===== src/rtl/dls_pkg.sv =====
// dls_pkg -- shared types and constants for the dual-lockstep fault manager.
//   dls_state_t    : fault FSM state, also reported in STATUS[2:1]
//   *_OFF          : register word index, compared against HADDR[3:2]
//   *_BIT / *_LSB  : field positions inside STATUS / CTRL / CLEAR
//   dls_dp_t       : captured AHB address phase, consumed in the data phase
package dls_pkg;

  typedef enum logic [1:0] {
    DLS_OK      = 2'd0,
    DLS_SUSPECT = 2'd1,
    DLS_FAULT   = 2'd2
  } dls_state_t;

  // Register word indices (byte offsets 0x0/0x4/0x8/0xC)
  localparam logic [1:0] DLS_STATUS_OFF = 2'd0;
  localparam logic [1:0] DLS_COUNT_OFF  = 2'd1;
  localparam logic [1:0] DLS_CTRL_OFF   = 2'd2;
  localparam logic [1:0] DLS_CLEAR_OFF  = 2'd3;

  // STATUS fields
  localparam int DLS_STAT_FAULT_BIT = 0;
  localparam int DLS_STAT_STATE_LSB = 1;

  // CTRL fields
  localparam int         DLS_CTRL_IRQ_EN_BIT   = 0;
  localparam int         DLS_CTRL_BLANK_EN_BIT = 1;
  localparam logic [1:0] DLS_CTRL_RST          = 2'b11;

  // CLEAR fields
  localparam int DLS_CLR_FAULT_BIT = 0;
  localparam int DLS_CLR_COUNT_BIT = 1;

  typedef struct packed {
    logic       vld;
    logic       wr;
    logic [1:0] addr;
  } dls_dp_t;

endpackage


===== src/rtl/dls_ahb_regs.sv =====
// dls_ahb_regs -- AHB-Lite slave front end of the fault manager.
//   HCLK/HRESETn           : clock, async active-low reset
//   HSEL..HWDATA           : AHB-Lite slave inputs
//   HRDATA/HREADYOUT       : read data (valid in read data phase, else 0), always ready
//   state/count            : live status from the core, shown in STATUS/COUNT
//   irq_en/blank_en        : CTRL register bits
//   clr_fault/clr_count    : one-cycle CLEAR pulses, valid during the write data
//                            phase so the core acts on them at the commit edge
module dls_ahb_regs
  import dls_pkg::*;
#(
  parameter int CNT_W = 16
) (
  input  logic             HCLK,
  input  logic             HRESETn,
  input  logic             HSEL,
  input  logic [31:0]      HADDR,
  input  logic [1:0]       HTRANS,
  input  logic             HWRITE,
  input  logic             HREADY,
  input  logic [31:0]      HWDATA,
  output logic [31:0]      HRDATA,
  output logic             HREADYOUT,
  input  dls_state_t       state,
  input  logic [CNT_W-1:0] count,
  output logic             irq_en,
  output logic             blank_en,
  output logic             clr_fault,
  output logic             clr_count
);

  dls_dp_t    dp;
  logic [1:0] ctrl_q;
  logic       wr_commit;

  // Only NONSEQ/SEQ (HTRANS[1]) start a transfer; word index is HADDR[3:2].
  always_ff @(posedge HCLK or negedge HRESETn) begin
    if (!HRESETn) dp <= '0;
    else          dp <= '{vld: HSEL & HREADY & HTRANS[1], wr: HWRITE, addr: HADDR[3:2]};
  end

  assign wr_commit = dp.vld & dp.wr;

  always_ff @(posedge HCLK or negedge HRESETn) begin
    if (!HRESETn)                                  ctrl_q <= DLS_CTRL_RST;
    else if (wr_commit && dp.addr == DLS_CTRL_OFF) ctrl_q <= HWDATA[1:0];
  end

  // CLEAR has no storage: the pulse only exists for the commit cycle.
  assign clr_fault = wr_commit && (dp.addr == DLS_CLEAR_OFF) && HWDATA[DLS_CLR_FAULT_BIT];
  assign clr_count = wr_commit && (dp.addr == DLS_CLEAR_OFF) && HWDATA[DLS_CLR_COUNT_BIT];

  assign irq_en    = ctrl_q[DLS_CTRL_IRQ_EN_BIT];
  assign blank_en  = ctrl_q[DLS_CTRL_BLANK_EN_BIT];
  assign HREADYOUT = 1'b1;

  always_comb begin
    HRDATA = '0;
    if (dp.vld && !dp.wr) begin
      case (dp.addr)
        DLS_STATUS_OFF: begin
          HRDATA[DLS_STAT_FAULT_BIT]      = (state == DLS_FAULT);
          HRDATA[DLS_STAT_STATE_LSB +: 2] = state;
        end
        DLS_COUNT_OFF: HRDATA = 32'(count);
        DLS_CTRL_OFF:  HRDATA[1:0] = ctrl_q;
        default:       HRDATA = '0;
      endcase
    end
  end

  logic unused_bits;
  assign unused_bits = ^{HADDR[31:4], HADDR[1:0], HTRANS[0], HWDATA[31:2]};

endmodule


===== src/rtl/dls_fault_manager.sv =====
// dls_fault_manager -- downstream stage of the dual-lockstep VGA pair.
// Filters transient DLS_ERROR mismatches, latches persistent faults, counts
// mismatch cycles, and blanks RGB while a fault is latched.
//   HCLK/HRESETn              : clock, async active-low reset
//   HSEL..HREADYOUT           : AHB-Lite slave (STATUS/COUNT/CTRL/CLEAR)
//   DLS_ERROR                 : comparator mismatch flag
//   RGB_IN/HSYNC_IN/VSYNC_IN  : primary VGA outputs
//   RGB_OUT/HSYNC_OUT/VSYNC_OUT : protected VGA outputs, 1-cycle registered
//   FAULT_IRQ                 : level interrupt, FAULT & irq_en
module dls_fault_manager
  import dls_pkg::*;
#(
  parameter int FILTER_CYCLES = 2,
  parameter int CNT_W         = 16
) (
  input  logic        HCLK,
  input  logic        HRESETn,
  input  logic        HSEL,
  input  logic [31:0] HADDR,
  input  logic [1:0]  HTRANS,
  input  logic        HWRITE,
  input  logic        HREADY,
  input  logic [31:0] HWDATA,
  output logic [31:0] HRDATA,
  output logic        HREADYOUT,
  input  logic        DLS_ERROR,
  input  logic [7:0]  RGB_IN,
  input  logic        HSYNC_IN,
  input  logic        VSYNC_IN,
  output logic [7:0]  RGB_OUT,
  output logic        HSYNC_OUT,
  output logic        VSYNC_OUT,
  output logic        FAULT_IRQ
);

  localparam logic [8:0]       FC9     = 9'(FILTER_CYCLES);
  localparam logic [CNT_W-1:0] CNT_MAX = '1;

  dls_state_t       state_q, state_nxt;
  logic [7:0]       run_q, run_nxt;
  logic [8:0]       run_inc;
  logic [CNT_W-1:0] cnt_q;
  logic             irq_en, blank_en, clr_fault, clr_count;
  logic             in_fault;

  dls_ahb_regs #(.CNT_W(CNT_W)) u_regs (
    .HCLK      (HCLK),
    .HRESETn   (HRESETn),
    .HSEL      (HSEL),
    .HADDR     (HADDR),
    .HTRANS    (HTRANS),
    .HWRITE    (HWRITE),
    .HREADY    (HREADY),
    .HWDATA    (HWDATA),
    .HRDATA    (HRDATA),
    .HREADYOUT (HREADYOUT),
    .state     (state_q),
    .count     (cnt_q),
    .irq_en    (irq_en),
    .blank_en  (blank_en),
    .clr_fault (clr_fault),
    .clr_count (clr_count)
  );

  assign in_fault = (state_q == DLS_FAULT);

  // 9-bit increment so the compare against FILTER_CYCLES=255 cannot wrap.
  assign run_inc = {1'b0, run_q} + 9'd1;

  always_comb begin
    state_nxt = state_q;
    run_nxt   = run_q;
    case (state_q)
      DLS_OK: begin
        if (DLS_ERROR) begin
          run_nxt   = 8'd1;
          state_nxt = (FC9 == 9'd1) ? DLS_FAULT : DLS_SUSPECT;
        end
      end
      DLS_SUSPECT: begin
        if (!DLS_ERROR) begin
          state_nxt = DLS_OK;
          run_nxt   = 8'd0;
        end else begin
          run_nxt = run_inc[7:0];
          if (run_inc >= FC9) state_nxt = DLS_FAULT;
        end
      end
      DLS_FAULT: begin
        // Sticky; a clear with the error still present re-enters the filter.
        if (clr_fault) begin
          state_nxt = DLS_ERROR ? DLS_SUSPECT : DLS_OK;
          run_nxt   = DLS_ERROR ? 8'd1 : 8'd0;
        end
      end
      default: begin
        state_nxt = DLS_OK;
        run_nxt   = 8'd0;
      end
    endcase
  end

  always_ff @(posedge HCLK or negedge HRESETn) begin
    if (!HRESETn) begin
      state_q <= DLS_OK;
      run_q   <= 8'd0;
    end else begin
      state_q <= state_nxt;
      run_q   <= run_nxt;
    end
  end

  // Mismatch counter: saturating, clear wins over a coincident increment.
  always_ff @(posedge HCLK or negedge HRESETn) begin
    if (!HRESETn)                         cnt_q <= '0;
    else if (clr_count)                   cnt_q <= '0;
    else if (DLS_ERROR && cnt_q != CNT_MAX) cnt_q <= cnt_q + 1'b1;
  end

  // Video path: all three signals share one register stage to stay aligned.
  // Syncs are never gated so the monitor keeps lock during a fault.
  always_ff @(posedge HCLK or negedge HRESETn) begin
    if (!HRESETn) begin
      RGB_OUT   <= 8'h00;
      HSYNC_OUT <= 1'b1;
      VSYNC_OUT <= 1'b1;
    end else begin
      RGB_OUT   <= (in_fault && blank_en) ? 8'h00 : RGB_IN;
      HSYNC_OUT <= HSYNC_IN;
      VSYNC_OUT <= VSYNC_IN;
    end
  end

  assign FAULT_IRQ = in_fault & irq_en;

endmodule


===== config.mk =====
export PLATFORM = sky130hd
export DESIGN_NAME = dls_fault_manager
export DESIGN_NICKNAME = d
export VERILOG_FILES = /design/src/rtl/dls_pkg.sv /design/src/rtl/dls_ahb_regs.sv /design/src/rtl/dls_fault_manager.sv
export SDC_FILE = /design/constraint.sdc
export NUM_CORES = 1
export LEC_CHECK = 0
export ABC_CLOCK_PERIOD_IN_PS = 1900
export BUFFER_PORTS_ARGS = -buffer_cell sky130_fd_sc_hd__buf_4
export CORE_ASPECT_RATIO = 0.7
export CORE_MARGIN = 2
export CORE_UTILIZATION = 44
export DETAILED_ROUTE_END_ITERATION = 16
export GPL_ROUTABILITY_DRIVEN = 1
export PLACE_DENSITY = 0.84
export REMOVE_ABC_BUFFERS = 1
export SLEW_MARGIN = 20
export SYNTH_ARGS = -nofsm -noshare
export SYNTH_HDL_FRONTEND = slang
export SYNTH_SLANG_ARGS = --single-unit
export TNS_END_PERCENT = 10

===== constraint.sdc =====
create_clock -name HCLK -period 1.9 [get_ports HCLK]
set_input_delay 0.19 -clock HCLK [delete_from_list [all_inputs] [get_ports HCLK]]
set_output_delay 0.19 -clock HCLK [all_outputs]
set_load 0.05 [all_outputs]

==> impl_metrics.ini <==
[sta]
setup_violations = 0
fin_tns_setup_ns = 0
maxSlewViolCount = 0
fmax_mhz = 551
min_period_over_period_pct = 95.5
grt_setup_unrepaired = yes
slew_headroom_pct = 65.5
fin_skew_ns = 0.00722
worst_pin_slew_ns = 0.518
hold_viol = 0
fin_crit_ns = 1.81

[global_routing]
grt_max_degree = 43
grt_first_pass_wirelength_mm = 8.29
antenna_found_initial = 0
grtUsageTotal_pct = 17.8
grt_pass1_vias = 1839
overflow = 0

[clock_tree]
clock_path_buffers = 2
cts_tree = done
htreeDepth = 2
post_cts_buffers = 0
cts_sinks = 42
cts_buffers = 5
clk_pin_slew_ns = 0.08
root_buffer = clkbuf_8
clk_latency_ns = 0.30

[route]
wire_per_inst_um = 13.3
dr_total_vias = 1869
viasPerCell = 5.16
finalWirelength_mm = 4.80
drcViolationCount = 0
drt_pass1_iterations = 4
ant_nets = 0
drt-initial-drc-count = 145

[final_layout]
n_fill_cell = 449
drive_above_1_share_pct = 25.3
finalNonFillerCells = 362
postLayoutCellArea_um2 = 2810
postLayoutCoreUtil_pct = 57.5
final_nets = 377
diodes = 0
area.growth.synth_to_final_pct = 23.4

[power_and_ir_drop]
p_per_area_nw_per_um2 = 961
pwr-share-comb_pct = 32.2
p_sw_share_pct = 37.4
leakagePower_nw = 1.26
peakVddDrop_uv = 563
p_sw_mw = 1.01
p_seq_share_pct = 45.3
internal_power_mw = 1.69
clockPowerShare_pct = 22.5

[yosys]
synth_top_area_share_pct = 41.8
muxShareOfSynthArea_pct = 2.75
yosysTopAreaCell = dfrtp_1
ys_top_cells_by_count = dfrtp_1 (38), and2_1 (24), nor2_1 (22)
synth-simple-area-share_pct = 26.2
ys_seq_area_share_pct = 46.4
ys.flop_type = dfrtp_1
synth_warnings = 0
synth_enable_flop_cells = 0
yosysMostFrequentCell = dfrtp_1
yosys-top-cells-area = dfrtp_1 (42%), and2_1 (6.6%), buf_4 (5.6%)
synth_fa_ha_area_share_pct = 1.65
synthXorXnorAreaFrac_pct = 4.62
synth_compound_area_share_pct = 10.2
synth_cells = 237
ys_types = 47
syn_area_um2 = 2280
avgSynthCellArea_um2 = 9.60
yosys_register_bits = 42
synth_top_family_by_area = simple AND/OR/NAND/NOR gates
synthArstFlopShare_pct = 100

[critical_path]
cp.required_ns = 1.71
crit_buf_inv = 2
end_kind = primary output
reg2regPathDepth = 5
arrival_ns = 1.62
worstSetupPathType = register to primary output
regToRegStartpoint = cnt_q[1]
cp_cell_sequence = nand2b_1 > nor3b_2 > buf_6 > and2_1 > buf_4
reg2reg_slack_ns = 0.15
slowest_delay_ns = 0.39
cp-start-kind = register
crit_family = simple AND/OR/NAND/NOR gates
critPathSlowestCell = dfrtp_1
path_max_fanout = 13
r2r-end = cnt_q[9]

[place]
dp_hpwl_mm = 3.40
dp.cells = 348
gp_congestion = 0.880
io_buffers = 47
placed_cell_area_um2 = 2640

[floorplanning]
die_x_um = 90.0
pin_count = 126
die_height_um = 64.2
rows = 21
start_util_pct = 46.6
fp.coreArea_um2 = 4890
die_area_um2 = 5770

[status]
status = finished, final reports clean

[hold_path]
holdPathEnd = RGB_OUT[4]
holdPathStages = 2
holdCritStartpoint = RGB_IN[4]
hold_class = input pin to register

[job]
max_cap_violations = 0
stage by stage:
stage / setup slack (ns) / hold WS, ns / total power [mW]
3_5_place_dp: 0.138 / 0.209 / 2.08
5_1_grt: -0.00197 / 0.0900 / 2.87
4_1_cts: 0.0192 / 0.0867 / 2.70
6_report: 0.0851 / 0.0943 / 2.70
2_1_floorplan: 0.0739 / -0.106 / 1.80
3_3_place_gp: 0.186 / 0.206 / 2.04
final cells by class:
type	count	area (µm²)	share of cell area [%]
clock buffers	6	82.6	2.94
clock inverters	2	12.5	0.445
inverters	3	11.3	0.401
multi-input cells	182	1110	39.4
flip-flops and latches	42	1060	37.6
well taps	69	86.3	3.07
repair buffers	58	454	16.2
power groups by stage:
| stage | clock [mW] | sequential [mW] | combinational [mW] |
|---|---|---|---|
| after floorplan | 0 | 1.31 | 0.489 |
| after global placement | 0 | 1.22 | 0.821 |
| after detailed placement | 0 | 1.23 | 0.847 |
| after CTS | 0.623 | 1.21 | 0.863 |
| after global routing | 0.662 | 1.24 | 0.960 |
| final | 0.608 | 1.22 | 0.868 |
flip-flops by register name (all words and copies together), names as in the netlist:
signal         flops
HSYNC_OUT          1
state_q            2
cnt_q             16
RGB_OUT            8
u_regs.dp          4
u_regs.ctrl_q      2
VSYNC_OUT          1
run_q              8
repair_timing:
| action | 4_1_cts | 5_1_grt |
|---|---|---|
| endpoints found under the hold margin | 43 | 0 |
| hold buffers | 6 | 0 |
| gates resized for setup | 0 | 4 |
| endpoints found under the setup margin | 0 | 15 |
kinds of logic after synthesis:
logic type | count (synthesis)
adder cells (fa/ha/maj) | 3
AND/OR/NAND/NOR | 108
XOR/XNOR | 12
buffers and inverters | 28
multiplexers | 6
flip-flops | 42
AO/OA/AOI/OAI | 36
other | 2
worst max path at each step:
stage / slack (ns) / startpoint / end / cells after the start
2_1_floorplan: 0.07 / u_regs.dp[2] / HRDATA[2] / 2
3_5_place_dp: 0.14 / run_q[0] / state_q[1] / 6
4_1_cts: 0.02 / state_q[1] / HRDATA[0] / 6
5_1_grt: -0.002 / state_q[1] / HRDATA[0] / 6
6_report: 0.09 / u_regs.dp[2] / HRDATA[6] / 5
3_3_place_gp: 0.19 / run_q[0] / state_q[1] / 6
metal layers:
| layer | vias up | share of wire (%) | wire length, µm | GRT usage, % |
|---|---|---|---|---|
| met5 | - | 0 | 0 | 0 |
| met3 | 6 | 5.4 | 257 | 4.60 |
| li1 | 901 | - | - | - |
| met4 | 0 | 0.83 | 40 | 4.23 |
| met1 | 900 | 48 | 2320 | 23.8 |
| met2 | 62 | 45 | 2180 | 29.2 |
layout by cell type, fill, tap and decap left out, types with 2 or more instances in the layout:
| cell | count |
|---|---|
| clkbuf_8 | 6 |
| nand3_1 | 12 |
| nand4_1 | 4 |
| nand2_1 | 13 |
| and3_1 | 3 |
| xnor2_1 | 9 |
| a41oi_1 | 2 |
| dfstp_2 | 4 |
| mux2_2 | 2 |
| inv_1 | 3 |
| nor3_1 | 11 |
| nor2b_1 | 3 |
| nor2_1 | 22 |
| o31ai_1 | 2 |
| and2_1 | 24 |
| conb_1 | 17 |
| ha_1 | 2 |
| xor2_1 | 3 |
| mux2i_1 | 4 |
| and4_1 | 5 |
| dlygate4sd3_1 | 6 |
| dfrtp_1 | 38 |
| or3_1 | 2 |
| a21oi_1 | 8 |
| o21ai_0 | 12 |
| buf_4 | 51 |
Power figures use the tool's default switching activity.
